==> src/rtl/sequenciador_preparo.sv <==
// Drink preparation sequencer: timed PRESS/AQUEC/DISPENSA phases with abort handling,
// plus an independent sale-timeout counter that shares the same one-per-second tick.
module sequenciador_preparo #(
  parameter int T_PRESS = 2,
  parameter int T_AQUEC = 2,
  parameter int T_DISP  = 5,
  parameter int T_VENDA = 15
) (
  input  logic       clk3,
  input  logic       reset_n,
  input  logic       tick,
  input  logic       start,
  input  logic       bebida_sel,
  input  logic       Cancel,
  input  logic       V_sense,
  input  logic       venda_ativa,
  output logic [1:0] estado,
  output logic       ocupado,
  output logic       led_press,
  output logic       led_aquec,
  output logic       led_bebida_1,
  output logic       led_bebida_2,
  output logic       fim_preparo,
  output logic       abortado,
  output logic       Temp_15
);

  localparam logic [1:0] OCIOSO   = 2'b00;
  localparam logic [1:0] PRESS    = 2'b01;
  localparam logic [1:0] AQUEC    = 2'b10;
  localparam logic [1:0] DISPENSA = 2'b11;

  logic [1:0] estado_r, estado_nxt_s;
  logic [3:0] cnt_r, cnt_nxt_s, lim_s;
  logic       sel_r, sel_nxt_s;
  logic       fim_nxt_s, abort_nxt_s;
  logic       fim_r, abort_r, ocupado_r;
  logic       led_press_r, led_aquec_r, led_b1_r, led_b2_r;
  logic [4:0] venda_cnt_r;
  logic       temp_r;

  // Last counter value of the current phase.
  always_comb begin
    lim_s = 4'd0;
    case (estado_r)
      PRESS:    lim_s = 4'(T_PRESS - 1);
      AQUEC:    lim_s = 4'(T_AQUEC - 1);
      DISPENSA: lim_s = 4'(T_DISP - 1);
      default:  lim_s = 4'd0;
    endcase
  end

  // Next-state logic; abort outranks a phase-completing tick.
  always_comb begin
    estado_nxt_s = estado_r;
    cnt_nxt_s    = cnt_r;
    sel_nxt_s    = sel_r;
    fim_nxt_s    = 1'b0;
    abort_nxt_s  = 1'b0;
    if (estado_r == OCIOSO) begin
      if (start && !V_sense && !Cancel) begin
        estado_nxt_s = PRESS;
        cnt_nxt_s    = 4'd0;
        sel_nxt_s    = bebida_sel;
      end else begin
        cnt_nxt_s = 4'd0;
      end
    end else if (V_sense || Cancel) begin
      estado_nxt_s = OCIOSO;
      cnt_nxt_s    = 4'd0;
      abort_nxt_s  = 1'b1;
    end else if (tick) begin
      if (cnt_r == lim_s) begin
        cnt_nxt_s = 4'd0;
        case (estado_r)
          PRESS:    estado_nxt_s = AQUEC;
          AQUEC:    estado_nxt_s = DISPENSA;
          DISPENSA: begin
            estado_nxt_s = OCIOSO;
            fim_nxt_s    = 1'b1;
          end
          default:  estado_nxt_s = OCIOSO;
        endcase
      end else begin
        cnt_nxt_s = cnt_r + 4'd1;
      end
    end else begin
      cnt_nxt_s = cnt_r;
    end
  end

  // Preparation state, pulses and lamps, all registered from the next state.
  always_ff @(posedge clk3 or negedge reset_n) begin
    if (!reset_n) begin
      estado_r    <= OCIOSO;
      cnt_r       <= 4'd0;
      sel_r       <= 1'b0;
      fim_r       <= 1'b0;
      abort_r     <= 1'b0;
      ocupado_r   <= 1'b0;
      led_press_r <= 1'b0;
      led_aquec_r <= 1'b0;
      led_b1_r    <= 1'b0;
      led_b2_r    <= 1'b0;
    end else begin
      estado_r    <= estado_nxt_s;
      cnt_r       <= cnt_nxt_s;
      sel_r       <= sel_nxt_s;
      fim_r       <= fim_nxt_s;
      abort_r     <= abort_nxt_s;
      ocupado_r   <= (estado_nxt_s != OCIOSO);
      led_press_r <= (estado_nxt_s == PRESS);
      led_aquec_r <= (estado_nxt_s == AQUEC);
      led_b1_r    <= (estado_nxt_s == DISPENSA) && !sel_nxt_s;
      led_b2_r    <= (estado_nxt_s == DISPENSA) && sel_nxt_s;
    end
  end

  // Sale timeout: saturates at T_VENDA so Temp_15 fires once per active sale.
  always_ff @(posedge clk3 or negedge reset_n) begin
    if (!reset_n) begin
      venda_cnt_r <= 5'd0;
      temp_r      <= 1'b0;
    end else if (!venda_ativa) begin
      venda_cnt_r <= 5'd0;
      temp_r      <= 1'b0;
    end else if (tick && (venda_cnt_r != 5'(T_VENDA))) begin
      venda_cnt_r <= venda_cnt_r + 5'd1;
      temp_r      <= ((venda_cnt_r + 5'd1) == 5'(T_VENDA));
    end else begin
      venda_cnt_r <= venda_cnt_r;
      temp_r      <= 1'b0;
    end
  end

  assign estado       = estado_r;
  assign ocupado      = ocupado_r;
  assign led_press    = led_press_r;
  assign led_aquec    = led_aquec_r;
  assign led_bebida_1 = led_b1_r;
  assign led_bebida_2 = led_b2_r;
  assign fim_preparo  = fim_r;
  assign abortado     = abort_r;
  assign Temp_15      = temp_r;

endmodule
==> config.mk <==
export PLATFORM = sky130hd
export DESIGN_NAME = sequenciador_preparo
export DESIGN_NICKNAME = d
export VERILOG_FILES = /design/src/rtl/sequenciador_preparo.sv
export SDC_FILE = /design/constraint.sdc
export NUM_CORES = 1
export LEC_CHECK = 0
export BUFFER_PORTS_ARGS = -buffer_cell sky130_fd_sc_hd__buf_2
export CAP_MARGIN = 10
export CORE_MARGIN = 8
export CORE_UTILIZATION = 40
export DETAILED_ROUTE_END_ITERATION = 10
export RECOVER_POWER = 100
export SETUP_SLACK_MARGIN = 0.5
export SYNTH_ARGS = -nofsm -noshare
export SYNTH_HDL_FRONTEND = slang
export SYNTH_SLANG_ARGS = --single-unit
==> constraint.sdc <==
create_clock -name clk3 -period 4.3 [get_ports clk3]
set_input_delay 0.86 -clock clk3 [delete_from_list [all_inputs] [get_ports clk3]]
set_output_delay 0.86 -clock clk3 [all_outputs]
set_load 0.05 [all_outputs]
After elaboration in Yosys (flattened, before gate mapping)
Cells that the tools add are included.
{ "classes": {"addsub": 2, "eq_ne": 10, "n_mux": 24, "reduce_logical": 13} }
{ "op_table": {"columns": ["op", "count"], "rows": [
  ["two-way mux 4 bit", 4],
  ["two-way mux 1 bit", 11],
  ["two-way mux 2 bit", 5],
  ["two-way mux 5 bit", 2],
  ["== test 2 bit, second input constant", 4],
  ["case mux 3 bit (2 select lines)", 1],
  ["adder 5 x 1 -> 5 bit, second input constant", 1],
  ["== test 5 x 4 -> 1 bit, second input constant", 1],
  ["logical AND 1 bit", 5],
  ["!= test 5 x 4 -> 1 bit, second input constant", 1],
  ["adder 4 x 1 -> 4 bit, second input constant", 1],
  ["== test 2 x 1 -> 1 bit, second input constant", 2],
  ["== test 4 bit", 1],
  ["case mux 2 bit (2 select lines)", 1],
  ["logical NOT 1 bit", 3],
  ["nonzero test 3 bit", 1],
  ["logical NOT 2 bit", 1],
  ["!= test 2 x 1 -> 1 bit, second input constant", 1],
  ["nonzero test 2 bit", 1],
  ["OR reduction 2 bit", 1],
  ["logical OR 1 bit", 1]
]} }
{ "totals": {"reg_bits": 20, "inputBits": 8} }

Logic depth before layout (Yosys ltp)
Gate-level depths: netlist of run 1.
{ "logic_depth": {"depth_word": 10, "ltp_mapped": 8, "ltp_nobuf": 7} }

Worst setup path before layout of run 1
OpenSTA, ideal clock, no wires.
{ "synth_timing": {"kind": "register -> register", "from": "register estado_r[0], in the netlist estado[0]", "to": "register led_press_r, in the netlist led_press", "setup_ns": 0.117, "arrival_time_ns": 1.928, "t_required_ns": 4.183, "path_slack_ns": 2.255, "path_stages_with_launch": 8, "n_path_buf": 0, "period_less_slack_ns": 2.045, "path_cell_list": "dfrtp_1 > inv_1 > ha_1 > xnor2_2 > nand4b_2 > mux2i_4 > inv_2 > and2_4"} }
{ "synth_via": {"elab_chain_len": 9, "elab_cells_between_ends": 14, "cone_classes": "eq/ne: 5; mux: 7; reduce/logical: 2"} }
{ "synth_lines": {"columns": ["item", "line_no", "text"], "rows": [
  ["start: declaration", "33", "logic [1:0] estado_r, estado_nxt_s;"],
  ["start signal: assignment", "106", "estado_r <= estado_nxt_s;"],
  ["== test 2 bit / == test 2 x 1 -> 1 bit (equally long branches)", "45, 75", null],
  ["OR reduction 2 bit (no source line)", null, null],
  ["case mux 3 bit (2 select lines)", "45", "case (estado_r)"],
  ["== test 4 bit", "73", "if (cnt_r == lim_s) begin"],
  ["two-way mux 2 bit", "73", null],
  ["two-way mux 2 bit", "72", "end else if (tick) begin"],
  ["two-way mux 2 bit", "68", "end else if (V_sense || Cancel) begin"],
  ["two-way mux 2 bit (*)", "60", "if (estado_r == OCIOSO) begin"],
  ["via estado_nxt_s[0]", "33", null],
  ["== test 2 x 1 -> 1 bit (*)", "112", "led_press_r <= (estado_nxt_s == PRESS);"],
  ["end signal: assignment", "112", null],
  ["end: declaration", "38", "logic led_press_r, led_aquec_r, led_b1_r, led_b2_r;"]
]} }
The timed path passes the listed nets; every way through them passes the cells marked *.
A chain may end at the register's enable or synchronous reset.

Final worst setup path of run 1
Ends and elaborated chain as after synthesis.

==> results.md, run 1 <==
- The run finished with clean final reports.
- The count of max-cap constraint violations is 0.
- The met2 wire length is a little over 1 mm.
- The final number of setup-violating endpoints is 0.
- At the later pin of the worst-skew pair, clock insertion delay measures 0.30 ns.
- In this run the deepest clock path goes through 2 buffers.
- After detailed routing, the average wire length per cell comes to roughly 14 um.
- The clock sink total is 20.
- The overall power of the completed layout is between 500 and 600 uW.
- Buffers inserted to repair hold after CTS numbered 0.
- In this design, the largest share of critical-path delay is due to flip-flops.
- Pin placement for this block handled 18 I/O pins.
- The worst pin sits at a relative slew slack of a little under a third.
- The via count of the first global-routing pass is between 700 and 800.
- The synthesized design spends more area on one cell type than any other, namely sky130_fd_sc_hd__dfrtp_1.
- The maximum level of the CTS H-tree is 1.
- The weighted congestion reported at the end of routability-driven placement is 0.777.
- The number of antenna violations at the first check in global routing came to 0.
- The post-route cell area is around 0.0012 mm2.
- The number of placement rows is 18.
- The first global-routing pass estimated approximately 3.5 mm of wire.
- The total number of yosys warnings is 0.
- The overall via count from detail_route is 772.
- The smallest clock period supported by the final layout is computed as between 2 and 2.5 ns.
- The area of the mapped netlist is roughly 0.0011 mm2.
- The endpoint of the worst setup timing path is led_press$_DFF_PN0_.
- For this run, design rule violations remaining after detail routing come to 0.
- The average cell area after synthesis is 10.5 um2.
- For the final database, setup skew stands at approximately 0.0011 ns.
- The class of the worst hold path is flop to flop.
- Relative to the synthesized area, the layout overhead comes to 12.5%.
- The number of placed instances with taps included is 148.
- The clock transition at the registers of the reported paths is roughly 0.11 ns.
- Once layout is complete, the cells apart from fillers number around 150.
- Counting every instance in the synthesized netlist gives between 100 and 150.
- The kind of end point of the critical path is a flop.
- Entering global routing, the biggest net connects 21 pins.
- Across the VDD grid, the largest voltage drop is 0.369 mV.
- The portion of the clock cycle consumed by the worst path in the final layout is around 50%.
- The number of post-CTS setup repair buffers is 0.
- Measured along the x axis, the die boundary spans about 68 um.
- The placed cell area is roughly 0.0012 mm2.
- The analysis attributes to cell leakage a power of ~0.57 nW.
- The post-synth net total is between 100 and 150.
- The number of library cell types mapped by synthesis is 34.
- The number of stages on the worst setup path is 7.
- STA classifies the critical path startpoint as a flop.
- At the worst endpoint, the arrival time is 2.35 ns.
- The endpoint identified for the worst register-to-register timing path is led_press$_DFF_PN0_.
- Ranked by total cell area, the synthesized netlist is headed by sky130_fd_sc_hd__dfrtp_1 47%, sky130_fd_sc_hd__ha_1 8.2%, sky130_fd_sc_hd__nand2_1 4.5%.
- The routed metal-1 wirelength is ~970 um.
- The areal power density over the cells is roughly 480 mW/mm2.
- The core region is approximately 0.0025 mm2.
- The count of input and output buffers is 17.
- The final-layout setup total negative slack is 0 ns.
- The proportion of netlist area held by the largest area contributor is ~47%.
- The number of cell instances on the worst register-to-register path is 7.
- After synthesis, flip-flops and latches occupy between 40% and 50% of the total area.
- The post-synthesis register bit count is 20.
- Setup repair after global routing left no endpoint under its margin.
- Buffers inserted during clock tree synthesis total 3.
- The remaining number of nets flagged by the antenna check after routing is 0.
- Signal routing reaches up to met4.
- For this run, the detailed router's first-pass iteration total came to 4.
- The all-layer global routing usage is under 10%.
- The minimum setup slack among reg-to-reg paths is between 2 and 2.5 ns.
- The number of enable-type register cells in the synthesized netlist is 0.
- Among all flip-flop cells after synthesis, the most frequent one is sky130_fd_sc_hd__dfrtp_1.
- The proportion of synthesized flip-flops having asynchronous set or reset is between 90% and 100%.
- The cell at the slowest stage of the critical path is sky130_fd_sc_hd__dfrtp_1.
- The critical-path maximum fanout is 5.
- Once the clock tree was built, the resizer swapped 0 gates to a different size.
- Data on the critical path is required at its endpoint by around 4.5 ns.
- The CTS tree is built.
- The clock tree root buffer cell is sky130_fd_sc_hd__clkbuf_4.
- The source of the worst register-to-register timing path is estado[0]$_DFF_PN0_.
- Wires add up to between 2 and 2.5 mm.
- For this configuration, the core starts out at a cell density of between 40% and 50%.
- After legalization and detailed placement, the total HPWL measured ~1.6 mm.
- The total count of max-transition violations in the final report came to 0.
- At the end of the flow, the number of nets in the layout was between 100 and 150.
- For this run, the slowest stage of the critical path takes between 0.4 and 0.5 ns.
- The fraction of layout cells with a size suffix above 1 is about a tenth.
- The die outline area is around 0.0046 mm2.
- The signal on the critical path passes through inv_1 -> ha_1 -> xnor2_1 -> nand4b_2 -> mux2i_1 -> clkinv_1 -> and2_0.
- The most common cell in the synthesized netlist is sky130_fd_sc_hd__dfrtp_1.
- At the pin with the least slew margin, the transition time is 1.04 ns.
- The routed length on met3 is about 87 um.
- The die boundary height is about 68 um.
- The critical path starts at estado[0]$_DFF_PN0_.
- The number of buffers and inverters on the critical path is 2.
- By count the netlist is led by 20 x sky130_fd_sc_hd__dfrtp_1, 13 x sky130_fd_sc_hd__nand2_1, 7 x sky130_fd_sc_hd__ha_1, 6 x sky130_fd_sc_hd__inv_1.
- Derived from the worst setup path, the maximum achievable clock frequency is 0.466 GHz.
- The first-iteration detailed-routing DRC count is 31.
- The count of antenna diodes in the layout is 0.
- The sum of overflow across all layers after global routing is 0.
- Dividing the detail-routed via count by the number of cells gives slightly above 5.
- The critical path in this run is classified as flop to flop.
- The number of hold-slack violations in the final timing report was 0.
[worst reg2reg max path, delay by kind of cell (launching register included)]
| kind | cells | cell delay, ns |
|---|---|---|
| xor+xnor | 1 | 0.37 |
| fa+ha+maj | 1 | 0.33 |
| simple gates | 2 | 0.33 |
| buf+inv | 2 | 0.27 |
| flops | 1 | 0.42 |
| mux | 1 | 0.33 |
[routing by layer]
| layer | vias to the layer above | global-route usage (%) |
|---|---|---|
| met5 | - | 0 |
| met4 | 0 | 2.30 |
| met3 | 2 | 4.47 |
| met2 | 12 | 16.6 |
| met1 | 366 | 11.3 |
| li1 | 392 | - |
[final cells by class]
cell class	instances	area, um2
clock buffers	3	22.5
clock inverters	1	30.0
fillers	244	1320
inverters	7	26.3
multi-input cells	74	519
flip-flops and latches	20	500
well taps	30	37.5
repair buffers	17	71.3
[cells by family after synthesis]
| family | Yosys count | share of synthesized area (%) |
|---|---|---|
| simple gates | 47 | 26.0 |
| buf+inv | 8 | 2.91 |
| flops | 20 | 46.6 |
| xor+xnor | 6 | 6.29 |
| compound gates | 12 | 6.88 |
| fa+ha+maj | 7 | 8.16 |
| mux | 2 | 3.15 |
[power breakdown]
group	switching [mW]	internal (mW)
combinational	0.146	0.0555
clock	0.0571	0.0942
sequential	0.0145	0.213
[registers in the layout, indices dropped and copies added (netlist names)]
register	flops
Temp_15	1
abortado	1
cnt_r	4
estado	2
fim_preparo	1
led_aquec	1
led_bebida_1	1
led_bebida_2	1
led_press	1
ocupado	1
sel_r	1
venda_cnt_r	5
[placed cells by master (no fill, tap or decap), types with 2 or more instances in the layout]
cell / count
sky130_fd_sc_hd__nor2_1: 5
sky130_fd_sc_hd__and2_0: 4
sky130_fd_sc_hd__nand3_1: 2
sky130_fd_sc_hd__inv_1: 6
sky130_fd_sc_hd__nand2_1: 13
sky130_fd_sc_hd__clkbuf_4: 3
sky130_fd_sc_hd__nand3b_1: 3
sky130_fd_sc_hd__xnor2_1: 4
sky130_fd_sc_hd__clkbuf_1: 11
sky130_fd_sc_hd__o21ai_0: 2
sky130_fd_sc_hd__and3_1: 5
sky130_fd_sc_hd__buf_2: 6
sky130_fd_sc_hd__nor3_1: 2
sky130_fd_sc_hd__nand4_1: 4
sky130_fd_sc_hd__dfrtp_1: 20
sky130_fd_sc_hd__ha_1: 7
sky130_fd_sc_hd__a21oi_1: 5
[per-stage QoR]
stage          setup slack, ns  hold slack, ns  utilization [%]
2_1_floorplan             2.26           0.481                -
3_3_place_gp              2.32           0.501             47.2
3_5_place_dp              2.28           0.508             47.2
4_1_cts                   2.36           0.498             49.3
5_1_grt                   1.94           0.564             47.9
6_report                  2.15           0.520             47.9
[worst min path at each step]
stage	slack (ns)	endpoint	depth (start not counted)	start
floorplan	0.48	sel_r$_DFF_PN0_	1	sel_r$_DFF_PN0_
CTS	0.50	led_bebida_1$_DFF_PN0_	1	reset_n
finish	0.52	sel_r$_DFF_PN0_	1	sel_r$_DFF_PN0_
global placement	0.50	sel_r$_DFF_PN0_	1	sel_r$_DFF_PN0_
detailed placement	0.51	sel_r$_DFF_PN0_	1	sel_r$_DFF_PN0_
global route	0.56	sel_r$_DFF_PN0_	1	sel_r$_DFF_PN0_
No activity file was read; power rests on OpenSTA's default activity.
==> inputs of run 2 (changes only) <==
==> constraint.sdc (replaced) <==
create_clock -name clk3 -period 1.75 [get_ports clk3]
set_input_delay 0.35 -clock clk3 [delete_from_list [all_inputs] [get_ports clk3]]
set_output_delay 0.35 -clock clk3 [all_outputs]
set_load 0.05 [all_outputs]
==> results.md, run 2 (same netlist as run 1, synthesis figures left out) <==
- The run finished with clean final reports.
- Setup total negative slack on the finished layout was measured at 0 ns.
- The wire-length estimate of the detail-placed layout is 1.54 mm.
- In the final routed layout, each cell accounts on average for around 14 um.
- Leaving out fill and tap cells, the most frequent cell in the layout is sky130_fd_sc_hd__dfrtp_1.
- The overall power of the completed layout is 1.68 mW.
- The post-detailed-route DRC marker count is 0.
- The worst-case setup margin in the final layout is about 0.14 ns.
- The worst pin sits at a relative slew slack of 58.8%.
- The count of input and output buffers is 17.
- The worst setup path is launched from a flop.
- The first detailed-routing pass took 4 iterations.
- The deepest clock path buffer count is 2.
- The signed area change from the synthesized netlist to the final layout is 38.2%.
- The portion of the clock cycle consumed by the worst path in the final layout is 91.9%.
- Across the run, the number of max-cap violations was 0.
- The largest register by flop count is venda_cnt_r.
- The worst clock skew on the final layout is 0.00450 ns.
- The arrival time of data at the critical path endpoint is 1.81 ns.
- The CTS tree is built.
- Power spread over the standard cell area amounts to ~1100 mW/mm2.
- The post-place setup slack is ~0.09 ns.
- The core area is approximately 0.0025 mm2.
- The critical path is of the flop to flop type.
- The initial standard-cell utilization of the core is a little over two fifths.
- TritonCTS created 3 clock buffers.
- Dividing the detail-routed via count by the number of cells gives 5.21.
- The later-pin clock latency in the skew report is ~0.30 ns.
- The transition time at the pin with the least slew margin is about 0.62 ns.
- The clock transition at the registers of the reported paths is ~0.12 ns.
- Setup repair after global routing could not meet its margin everywhere.
- The remaining number of nets flagged by the antenna check after routing is 0.
- The number of nets in the final layout is about 160.
- The top cell types in the final layout, fill and taps aside, are 18 x sky130_fd_sc_hd__dfrtp_1, 13 x sky130_fd_sc_hd__nand2_1, 11 x sky130_fd_sc_hd__buf_4.
- The number of antenna violations at the first check in global routing is 0.
- The largest voltage drop on the vdd net is between 0.9 and 1 mV.
- Routability-driven placement finished with a final weighted congestion of 0.780.
- In this run the cell area measured after placement is approximately 0.0013 mm2.
- The total count of max-transition violations in the final report is 0.
- In this run the core area contains 18 standard-cell rows.
- Of the cells placed in the final design, the portion with a size suffix greater than 1 is about two fifths.
- The die covers ~0.0046 mm2.
- The largest net degree at the start of global routing is 21.
- The time the worst path needs with I/O delays and setup is 1.61 ns.
- Setup violations remaining at the end of the flow were counted as 0.
- The number of hold-slack violations in the final timing report is 0.
- Summed over all layers, the global routing overflow is 0.
- CTS built an H-tree with a depth of 1.
- The number of antenna diodes in the final layout is 0.
- The first routing iteration left 65 violations.
- The die boundary height is approximately 68 um.
- The die is 67.8 um wide.
- For this design, the sink count on the clock tree is 20.
- The via count of the first global-routing pass came to between 800 and 900.
- The flip-flop count of the largest register after layout is 5.
- The wire length of the first global-routing pass is around 3.8 mm.
- Of all nets on the critical path, the largest fanout is 6.
- The routed wire length is roughly 2.4 mm.
- The worst setup path is captured at a flop.
- The all-layer global routing usage is around 11%.
- The class of the worst hold path is primary input to flop.
- For this block, the via count after detailed routing is 891.
- The top achievable clock speed is around 0.62 GHz.
- The clock tree root buffer cell is sky130_fd_sc_hd__clkbuf_4.
- The static leakage power is between 0.6 and 0.7 nW.
- During I/O placement, the number of pins put on the boundary was 18.
- The post-route cell area is around 0.0015 mm2.
- The data required time at the worst endpoint is between 1.5 and 2 ns.
[run 2: changes by cell type in the layout (fill, tap and decap cells not counted), sizes merged]
cell         change
bufinv           -1
clkinv           -1
inv              +1
clkbuf           +1
dlygate4sd3      +1
buf             +18
[run 2: path summary, 6_finish.rpt]
kind,depth (start not counted),to,slack [ns],startpoint
max in group asynchronous,2,estado[0]$_DFF_PN0_,0.90,reset_n
setup reg to reg,7,led_press$_DFF_PN0_,0.14,estado[0]$_DFF_PN0_
hold / removal,2,sel_r$_DFF_PN0_,0.30,bebida_sel
setup / recovery,7,led_press$_DFF_PN0_,0.14,estado[0]$_DFF_PN0_
min in group asynchronous,2,cnt_r[3]$_DFFE_PN0P_,0.51,reset_n
hold reg to reg,1,sel_r$_DFF_PN0_,0.53,sel_r$_DFF_PN0_
[run 2: layout make-up]
type                            count  area [um2]
Fill cell                         222        1040
Multi-Input combinational cell     74         644
Sequential cell                    20         503
Timing Repair Buffer               36         236
Tap cell                           30        37.5
Clock buffer                        4        36.3
Inverter                            7        26.3
[run 2: layer usage]
layer,share of wire [%],routed length [um],track usage (%),vias to the layer above
li1,-,-,-,432
met1,40,966,11.1,435
met2,53,1280,20.9,20
met3,5.4,131,3.64,4
met4,1.1,27,2.30,0
met5,0,0,0,-
[run 2: critical path: stages (launching register included)]
cell and delay (ns):
sky130_fd_sc_hd__dfrtp_2 0.41, sky130_fd_sc_hd__inv_2 0.06, sky130_fd_sc_hd__ha_4 0.15, sky130_fd_sc_hd__buf_2 0.15
sky130_fd_sc_hd__nor3_4 0.18, sky130_fd_sc_hd__nand2_1 0.08, sky130_fd_sc_hd__o211a_1 0.30, sky130_fd_sc_hd__and2_4 0.18
[run 2: what timing repair did]
item	in CTS	in global routing
pin swaps	6	6
buffers inserted	11	4
setup endpoints to repair	26	26
hold buffers	1	0
endpoints found under the hold margin	13	0
gates resized for setup	20	18
[run 2: where the power goes]
group | total [mW] | leakage, nW | switching, mW | internal (mW)
sequential | 0.557 | 0.268 | 0.0306 | 0.526
clock | 0.269 | 0.0210 | 0.142 | 0.127
combinational | 0.854 | 0.407 | 0.474 | 0.380
[run 2: stage by stage]
step	hold slack, ns	std cells	utilization, %
3_3_place_gp	0.327	151	50.7
5_1_grt	0.301	171	58.8
6_report	0.299	171	58.8
3_5_place_dp	0.336	151	50.7
4_1_cts	0.294	167	59.1
2_1_floorplan	0.0544	102	-
==> inputs of run 3 (changes only) <==
--- a/config.mk
+++ b/config.mk
@@ -5,6 +5,7 @@
 export SDC_FILE = /design/constraint.sdc
 export NUM_CORES = 1
 export LEC_CHECK = 0
+export ABC_AREA = 1
 export BUFFER_PORTS_ARGS = -buffer_cell sky130_fd_sc_hd__buf_2
 export CAP_MARGIN = 10
 export CORE_MARGIN = 8
==> results.md, run 3 <==
- The run finished with clean final reports.
- The worst clock skew on the final layout is around 0.0080 ns.
- The flip-flop count of the largest register after layout is 5.
- The deepest clock path buffer count is 2.
- The detailed-routing iteration count for the pre-antenna-repair pass is 4.
- The via count of the first global-routing pass is approximately 1000.
- The initial standard-cell utilization of the core is between 40% and 50%.
- The worst hold path belongs to the class primary input to flop.
- The most numerous cell in the Yosys netlist is sky130_fd_sc_hd__inv_1.
- Static timing analysis puts the maximum clock frequency at around 0.6 GHz.
- Counting every sink on the clock net gives 20.
- STA puts the critical path data required time at ~2 ns.
- Across all layers, the routed design uses 938 vias.
- The signed area change from the synthesized netlist to the final layout is 49.1%.
- The post-synth net total is 145.
- Along the worst path, the maximum fanout reaches 3.
- The post-place setup slack is between 0.1 and 0.15 ns.
- The total number of yosys warnings is 0.
- The floorplan step set the die width to ~67 um.
- The top cell type by area accounts for 47.3% of the synthesized area.
- The time the worst path needs with I/O delays and setup is ~1.7 ns.
- The count of buffer and inverter cells on the critical path is 2.
- The post-detailed-route DRC marker count is 0.
- The count of max-cap constraint violations is 0.
- After floorplanning, the core was sized to cover between 0.002 and 0.0025 mm2.
- The kind of end point of the critical path is a flop.
- The final-layout setup total negative slack is 0 ns.
- The count of antenna diodes in the layout is 0.
- The die covers around 0.0045 mm2.
- The cell repeated most along the worst path is sky130_fd_sc_hd__nand2_2.
- The arrival time of data at the critical path endpoint is 1.91 ns.
- Sequential elements use 47.3% of the synthesized area.
- The number of CTS-inserted buffers is 3.
- The portion of the clock cycle consumed by the worst path in the final layout is a little over nine tenths.
- In the routed layout, each cell is associated on average with a via count of 4.71.
- By area the synthesized netlist is led by sky130_fd_sc_hd__dfrtp_1 47%, sky130_fd_sc_hd__inv_1 9.9%, sky130_fd_sc_hd__ha_1 8.3%.
- The cell taking the most area after synthesis is sky130_fd_sc_hd__dfrtp_1.
- The worst setup path is launched from a flop.
- Setup repair after global routing could not meet its margin everywhere.
- In the layout the commonest cells are 21 x sky130_fd_sc_hd__inv_1, 18 x sky130_fd_sc_hd__dfrtp_1, 15 x sky130_fd_sc_hd__nand2_1.
- The synthesized design contains 20 register bits.
- The critical path goes through inv_2 -> ha_4 -> nand2_2 -> nand2_2 -> nor2_4 -> nand4_1 -> nand2_1 -> inv_2 -> nor2_4 -> nand2_2 -> nor2_1.
- The number of library cell types mapped by synthesis is 18.
- At the end of the flow, the number of nets in the layout was between 150 and 200.
- The post-DP HPWL is approximately 1.7 mm.
- The dominant synthesized flop cell is sky130_fd_sc_hd__dfrtp_1.
- The floorplan has 18 rows.
- The area of the mapped netlist is roughly 0.0011 mm2.
- The die boundary height is 67.4 um.
- Input and output buffers added on the ports amount to 17.
- The category of cells accounting for the largest share of critical-path delay is simple AND/OR/NAND/NOR gates.
- The later pin in the worst-skew pair is clocked with a latency of 0.31 ns.
- The headroom to the max-slew limit is 59.2%.
- At the end of routability-driven placement, the weighted congestion stood at 0.862.
- The proportion of synthesized flip-flops having asynchronous set or reset is 100%.
- After detailed routing, the total wire length is roughly 2.7 mm.
- The post-route core utilization is between 60% and 70%.
- The count of pins on the block boundary is 18.
- Among all stages on the critical path, the largest delay is contributed by sky130_fd_sc_hd__dfrtp_2.
- Summed over all layers, the global routing overflow is 0.
- The total count of max-transition violations in the final report is 0.
- The instance count of the mapped netlist is 130.
- Entering global routing, the biggest net connects 21 pins.
- In this design, the stage delay of the slowest critical-path cell is 0.45 ns.
- For the pin with the worst max-slew slack, the measured transition is 0.615 ns.
- The number of hold-slack violations in the final timing report came to 0.
- The most common cell after layout, fill and taps aside is sky130_fd_sc_hd__inv_1.
- Once routing completed, OpenROAD measured the worst setup slack at around 0.09 ns.
- TritonCTS built the clock tree.
- The number of antenna violations at the first check in global routing was 0.
- The detailed router finished its first iteration with 11 violations.
- The largest family of logic cells by synthesized area is simple AND/OR/NAND/NOR gates.
- The all-layer global routing usage is 12.5%.
- The largest voltage drop on the vdd net is roughly 0.9 mV.
- The maximum level of the CTS H-tree is 1.
- The design draws 2.17 mW.
- In this run the remaining antenna-violating nets after routing total 0.
- The area fraction in compound gates after synthesis is 5.21%.
- Clock-pin slew was measured on the worst setup and hold paths at about 0.13 ns.
- Yosys mapped a number of flops with a built-in enable equal to 0.
- The area share of xor/xnor cells in the synthesized design is around 1.7%.
- After detailed routing, the average wire length per cell comes to about 14 um.
- Cells with a size suffix above 1 make up 44.4% of the layout.
- The average cell area after synthesis is 8.13 um2.
- The mux cell area share after synthesis is approximately 1.1%.
- The synthesized-area fraction occupied by and/or/nand/nor cells is a little over a quarter.
- The static leakage power is between 0.7 and 0.8 nW.
- The post-synthesis adder-cell area fraction is just over 8%.
- Setup violations remaining at the end of the flow were counted as 0.
- The first global-routing pass estimated 4.38 mm of wire.
- The clock tree root buffer cell is sky130_fd_sc_hd__clkbuf_4.
- The areal power density over the cells is 1370 mW/mm2.
- By startpoint and endpoint, the worst setup path is classified as flop to flop.
- After synthesis, the most frequently instantiated cells are 28 x sky130_fd_sc_hd__inv_1, 21 x sky130_fd_sc_hd__nand2_1, 20 x sky130_fd_sc_hd__dfrtp_1, 17 x sky130_fd_sc_hd__nor2_1, 14 x sky130_fd_sc_hd__nand3_1.
- The largest register by flop count is venda_cnt_r.
-- run 3: cell count changes after synthesis, sizes merged, moves of 12 or more --
cell and change:
nand3 +12, inv +22, nand2 +12, nor2 +14
-- run 3: final timing paths --
path	startpoint	end	slack, ns	cells past startpoint
setup reg to reg	estado[0]$_DFF_PN0_	led_bebida_2$_DFF_PN0_	0.09	11
max in group asynchronous	reset_n	estado[0]$_DFF_PN0_	0.92	2
hold reg to reg	venda_cnt_r[2]$_DFFE_PN0P_	venda_cnt_r[2]$_DFFE_PN0P_	0.59	1
setup / recovery	estado[0]$_DFF_PN0_	led_bebida_2$_DFF_PN0_	0.09	11
min in group asynchronous	reset_n	cnt_r[3]$_DFFE_PN0P_	0.50	2
hold / removal	bebida_sel	sel_r$_DFF_PN0_	0.33	3
-- run 3: logic make-up after synthesis --
kind of cell | count (synthesis)
AND/OR/NAND/NOR | 61
buffers and inverters | 29
flip-flops | 20
AO/OA/AOI/OAI | 10
adder cells (fa/ha/maj) | 7
XOR/XNOR | 2
multiplexers | 1
-- run 3: layout make-up --
cell class                      instances  area, um2
Timing Repair Buffer                   35        224
Clock inverter                          1       30.0
Sequential cell                        20        503
Inverter                               29        116
Fill cell                             215        923
Multi-Input combinational cell         81        643
Clock buffer                            3       22.5
Tap cell                               30       37.5
-- run 3: metal layers --
layer,GRT usage [%],wire length [um],vias up
met5,0,0,-
met4,5.48,19,0
met3,3.97,152,2
met2,22.1,1380,15
met1,13.3,1150,443
li1,-,-,478
-- run 3: tightest hold or removal path, cell delays in order --
cell	delay (ns)
sky130_fd_sc_hd__buf_2	0.07
sky130_fd_sc_hd__o21ai_0	0.10
sky130_fd_sc_hd__inv_1	0.08
-- run 3: timing repair --
| item | 4_1_cts | 5_1_grt |
|---|---|---|
| cloned | 0 | 0 |
| buffers inserted | 11 | 6 |
| endpoints found under the hold margin | 20 | 0 |
| resized for setup | 30 | 38 |
| setup endpoints to repair | 28 | 29 |
| hold buffers | 1 | 0 |
| pin swaps | 11 | 17 |
-- run 3: where the power goes --
group	internal (mW)	switching, mW	leakage [nW]
Sequential	0.540	0.0359	0.266
Combinational	0.448	0.748	0.504
Clock	0.231	0.162	0.0279
Total	1.22	0.947	0.798
-- run 3: metrics by stage --
stage / hold WS (ns) / instance area (um2) / std cells
after floorplan: 0.0544 / 1110 / 130
after detailed placement: 0.329 / 1230 / 177
final: 0.329 / 1580 / 199
after CTS: 0.314 / 1470 / 193
after global placement: 0.321 / 1230 / 177
after global routing: 0.334 / 1580 / 199
